File: src/rtl/rng_game_pkg.sv
// Shared definitions for the reaction game: FSM state encoding and the
// default timing constants used by the RNG, timer and display stages.
package rng_game_pkg;

    typedef enum logic [1:0] {
        IDLE  = 2'd0,
        ARMED = 2'd1,
        GO    = 2'd2,
        DONE  = 2'd3
    } state_t;

    localparam int TICK_DIV_DEF  = 50000;
    localparam int STEP_MS_DEF   = 250;
    localparam int MIN_STEPS_DEF = 2;

    // Step count holds rng_value + MIN_STEPS; 5 bits covers 15 + 2.
    localparam int STEP_W = 5;

endpackage

File: src/rtl/tick_prescaler.sv
// Divides clk down to a 1 ms tick; clr restarts the count so the first
// tick after a clear arrives TICK_DIV cycles later.
module tick_prescaler
    import rng_game_pkg::*;
#(
    parameter int TICK_DIV = TICK_DIV_DEF
) (
    input  logic clk,
    input  logic rst,
    input  logic clr,
    output logic tick
);

    localparam int CNT_W = (TICK_DIV > 1) ? $clog2(TICK_DIV) : 1;
    localparam logic [CNT_W-1:0] CNT_LAST = CNT_W'(TICK_DIV - 1);

    logic [CNT_W-1:0] cnt_reg;

    assign tick = (cnt_reg == CNT_LAST);

    always_ff @(posedge clk or negedge rst) begin
        if (!rst) begin
            cnt_reg <= '0;
        end else if (clr || tick) begin
            cnt_reg <= '0;
        end else begin
            cnt_reg <= cnt_reg + CNT_W'(1);
        end
    end

endmodule

File: src/rtl/reaction_timer.sv
// Reaction timer: waits a random delay after a new RNG value, lights GO,
// then measures the press latency in ms (or flags false start / timeout).
module reaction_timer
    import rng_game_pkg::*;
#(
    parameter int TICK_DIV  = TICK_DIV_DEF,
    parameter int STEP_MS   = STEP_MS_DEF,
    parameter int MIN_STEPS = MIN_STEPS_DEF,
    parameter int RT_W      = 10
) (
    input  logic            clk,
    input  logic            rst,
    input  logic            rng_en,
    input  logic [3:0]      rng_value,
    input  logic            btn,
    output logic            go_led,
    output logic            busy,
    output logic            result_valid,
    output logic [RT_W-1:0] reaction_ms,
    output logic            false_start,
    output logic            timeout
);

    localparam int MS_W = (STEP_MS > 1) ? $clog2(STEP_MS) : 1;
    localparam logic [MS_W-1:0] MS_LAST = MS_W'(STEP_MS - 1);
    localparam logic [RT_W-1:0] RT_MAX  = '1;
    localparam logic [RT_W-1:0] RT_LAST = RT_MAX - RT_W'(1);

    state_t            state_reg, state_next;
    logic              rng_en_prev_reg;
    logic [STEP_W-1:0] step_reg;
    logic [MS_W-1:0]   ms_reg;
    logic [RT_W-1:0]   rt_reg;
    logic [RT_W-1:0]   reaction_reg;
    logic              false_start_reg;
    logic              timeout_reg;

    logic              tick;
    logic              clr;
    logic              start_run;
    logic              expire;
    logic              false_hit;
    logic              press_hit;
    logic              timeout_hit;
    logic [STEP_W-1:0] step_load;

    assign step_load = STEP_W'(rng_value) + STEP_W'(MIN_STEPS);
    assign clr       = (state_next != state_reg);

    tick_prescaler #(
        .TICK_DIV (TICK_DIV)
    ) u_prescaler (
        .clk  (clk),
        .rst  (rst),
        .clr  (clr),
        .tick (tick)
    );

    always_ff @(posedge clk or negedge rst) begin
        if (!rst) begin
            state_reg <= IDLE;
        end else begin
            state_reg <= state_next;
        end
    end

    // The button is examined before delay expiry / timeout in every state.
    always_comb begin
        state_next  = state_reg;
        start_run   = 1'b0;
        expire      = 1'b0;
        false_hit   = 1'b0;
        press_hit   = 1'b0;
        timeout_hit = 1'b0;
        case (state_reg)
            IDLE: begin
                if (rng_en && !rng_en_prev_reg) begin
                    start_run  = 1'b1;
                    state_next = ARMED;
                end
            end
            ARMED: begin
                if (!btn) begin
                    false_hit  = 1'b1;
                    state_next = DONE;
                end else if (tick && (ms_reg == MS_LAST) && (step_reg <= STEP_W'(1))) begin
                    expire     = 1'b1;
                    state_next = GO;
                end
            end
            GO: begin
                if (!btn) begin
                    press_hit  = 1'b1;
                    state_next = DONE;
                end else if (tick && (rt_reg == RT_LAST)) begin
                    timeout_hit = 1'b1;
                    state_next  = DONE;
                end
            end
            DONE: begin
                state_next = IDLE;
            end
            default: begin
                state_next = IDLE;
            end
        endcase
    end

    always_ff @(posedge clk or negedge rst) begin
        if (!rst) begin
            rng_en_prev_reg <= 1'b0;
            step_reg        <= '0;
            ms_reg          <= '0;
            rt_reg          <= '0;
            reaction_reg    <= '0;
            false_start_reg <= 1'b0;
            timeout_reg     <= 1'b0;
        end else begin
            rng_en_prev_reg <= rng_en;
            if (start_run) begin
                step_reg        <= step_load;
                ms_reg          <= '0;
                rt_reg          <= '0;
                reaction_reg    <= '0;
                false_start_reg <= 1'b0;
                timeout_reg     <= 1'b0;
            end else begin
                if ((state_reg == ARMED) && tick) begin
                    if (ms_reg == MS_LAST) begin
                        ms_reg   <= '0;
                        step_reg <= step_reg - STEP_W'(1);
                    end else begin
                        ms_reg <= ms_reg + MS_W'(1);
                    end
                end
                if (expire) begin
                    rt_reg <= '0;
                end else if ((state_reg == GO) && tick) begin
                    rt_reg <= rt_reg + RT_W'(1);
                end
                if (false_hit) begin
                    false_start_reg <= 1'b1;
                    reaction_reg    <= '0;
                end
                if (press_hit) begin
                    reaction_reg <= rt_reg;
                end
                if (timeout_hit) begin
                    reaction_reg <= RT_MAX;
                    timeout_reg  <= 1'b1;
                end
            end
        end
    end

    assign go_led       = (state_reg == GO);
    assign busy         = (state_reg != IDLE);
    assign result_valid = (state_reg == DONE);
    assign reaction_ms  = reaction_reg;
    assign false_start  = false_start_reg;
    assign timeout      = timeout_reg;

endmodule

File: config.mk
export PLATFORM = sky130hd
export DESIGN_NAME = reaction_timer
export DESIGN_NICKNAME = d
export VERILOG_FILES = /design/src/rtl/rng_game_pkg.sv /design/src/rtl/tick_prescaler.sv /design/src/rtl/reaction_timer.sv
export SDC_FILE = /design/constraint.sdc
export NUM_CORES = 1
export LEC_CHECK = 0
export ABC_CLOCK_PERIOD_IN_PS = 8600
export CAP_MARGIN = 30
export CORE_MARGIN = 8
export CORE_UTILIZATION = 62
export CTS_CLUSTER_SIZE = 30
export DETAILED_ROUTE_END_ITERATION = 6
export PLACE_DENSITY = 0.84
export SYNTH_ARGS = -nofsm -noshare
export SYNTH_HDL_FRONTEND = slang
export SYNTH_HIERARCHICAL = 1
export SYNTH_SLANG_ARGS = --single-unit
File: constraint.sdc
create_clock -name clk -period 8.6 [get_ports clk]
set_input_delay 1.29 -clock clk [delete_from_list [all_inputs] [get_ports clk]]
set_output_delay 1.29 -clock clk [all_outputs]
set_load 0.03 [all_outputs]
==> metrics <==
Power, Total 0.681 mW; leading area contributor after synthesis dfrtp_1; area grow syn2layout 12.4%; Synth Register Bits 54; Mapped Area about 2800 µm²; Cell Rows 24; worst path buffer plus inverter count 0; Port Buffers 22; number of synthesized flops with an enable pin 0; post-place instance area 3050 µm²; Worst path depth 8; post-synthesis sequential area ratio approximately half; Synth Warn # 6; Die X 83.3 µm; Reg2Reg Setup Slack 5.19 ns; fin crit share 39.7%; FMAX a little under 300 MHz; Final Cell Area 3160 µm²; max reg flops 16; XOR/XNOR Fraction of Synth Area 7.80%; ys flop type dfrtp_1; htree depth 2; post-detailed-route DRC marker count 0; Finished Layout Cells 355; min-delay worst type reg2reg; die height 83.3 µm; CP startpoint kind register; post-synthesis compound-gate area fraction between 10% and 20%; critical path data required time 8.77 ns; most frequent cells after synthesis dfrtp_1, nor2_1, nand2_1; CP Cell Sequence or4b_1 -> nor4_2 -> or4b_1 -> nor4_1 -> o22a_1 -> o22a_1 -> or2_1 -> nor2_1; mux cell area share after synthesis 0%; Die ar. 6940 µm²; RSZ-0062 raised after global routing false; synthesized instance count 281; VDD IR max between 0.15 and 0.2 mV; cell count after placement 347; Yosys top cell area share 48.1%; CP Data Arrival Time 3.58 ns; cell family with most CP delay simple AND/OR/NAND/NOR gates; Pwr per Cell Area between 200 and 250 nW/µm²; status finished, final reports clean; global-route wire length before repair 9.74 mm; via count 2108; antenna violations before repair 0; largest family of logic cells by synthesized area simple AND/OR/NAND/NOR gates; Final Util 72.5%; CTS root buf clkbuf_8; fin. max-slew vios 0; ratio of cells with drive above 1 in the final layout 6.93%; crit-path max cell delay 0.59 ns; Worst Reg-to-Reg Cells 8; Via-to-Cell Ratio about 5.9; largest net degree at the start of global routing 55; setup TNS 0 ns; CTS max path bufs 2; Hold WS 0.493 ns; most common cell in the synthesized netlist dfrtp_1; post-route ant nets 0; Syn Area/Cell 9.99 µm²; post-synthesis net count slightly below 300; CP max stage cell nor4_2; drt total wl between 5 and 6 mm; Setup Viol. Count Final 0; DP Worst Slack about 5.2 ns; DR pass1 iterations 4; area of the core 4350 µm²; top post-synthesis cells by area dfrtp_1, xnor2_1, nor2_1; vias in the first global route 2073; Clock Skew 0.00611 ns; Setup Buffers After CTS 0; Async SR Flop Fraction 100%; clock sink total 54; max-cap violations 0; min Tclk post-route 3.41 ns; Post-DP HPWL 3.92 mm; GRT Overall Usage 16.5%; Tightest Pin Transition 0.660 ns; GP Congestion 0.830; Worst setup EP type register; post-synthesis simple-gate area fraction 24.6%; Final #Nets 318; setup ws final 5.19 ns; Slew HR 56.0%; Crit Path Class reg2reg; Initial Utilization between 60% and 70%; Worst Path Max Fanout 15; DRT iter0 DRCs about 110; CTS tree built; Leakage 1.29 nW; hold path cells 1; ant diodes 0; gr ovfl total 0; Top Ports 23; post-synthesis adder-cell area fraction 3.57%; Reg clk slew, reported paths 0.09 ns; Netlist cell types 52; Avg WL per Cell 15.3 µm; Clk Latency, worst-skew pair 0.30 ns; count of cells resized by post-cts repair 0; TritonCTS Buffers 5; Post-CTS Hold Buffers 0; Final Hold Vio Count 0
==> per-layer routing <==
metal | GRT usage [%] | up-vias | share of wire (%)
met5 | 0 | - | 0
met4 | 4.15 | 0 | 0.86
met3 | 4.39 | 5 | 4.1
met2 | 27.8 | 37 | 50
met1 | 20.3 | 1023 | 46
li1 | - | 1043 | -
==> cell type report <==
cell class | count | area [µm²]
well taps | 52 | 65.1
clock inverters | 2 | 37.5
inverters | 11 | 41.3
multi-input cells | 206 | 1360
clock buffers | 6 | 72.6
flip-flops and latches | 54 | 1350
repair buffers | 24 | 230
fillers | 321 | 1200
==> layout by cell type, fill, tap and decap left out, types with 10 or more instances in the layout <==
master / instances
dfrtp_1: 54
nor2_1: 35
nand2_1: 22
clkdlybuf4s50_1: 21
xnor2_1: 19
inv_1: 11
o21ai_0: 11
nand3_1: 10
nor3_1: 10
a221o_1: 10
==> worst reg2reg max path, cell delays in order (launching register included) <==
cell,delay (ns)
dfrtp_1,0.41
or4b_1,0.54
nor4_2,0.59
or4b_1,0.48
nor4_1,0.41
o22a_1,0.19
o22a_1,0.14
or2_1,0.42
nor2_1,0.11
==> final timing paths <==
kind,start,to
worst min-delay path,u_prescaler/cnt_reg[0],u_prescaler/cnt_reg[0]
min in group asynchronous,rst,step_reg[0]
worst min register to register,u_prescaler/cnt_reg[0],u_prescaler/cnt_reg[0]
worst max-delay path,u_prescaler/cnt_reg[4],u_prescaler/cnt_reg[7]
max in group asynchronous,rst,u_prescaler/cnt_reg[9]
worst max register to register,u_prescaler/cnt_reg[4],u_prescaler/cnt_reg[7]
==> logic make-up (layout without fill, tap and decap cells) <==
kind of cell | Yosys count | count (layout)
AOI/OAI and AO/OA | 47 | 47
xor gates and xnor gates | 25 | 25
adders and majority gates | 8 | 8
buffers and inverters | 21 | 43
DFF | 54 | 54
and+or+nand+nor | 126 | 126
==> power breakdown <==
group,internal [mW],total [mW],switching (mW)
logic,0.0752,0.176,0.100
registers,0.287,0.339,0.0520
clock network,0.0869,0.166,0.0794
total,0.449,0.681,0.232
Note: power is estimated with default switching activity, not from simulation.
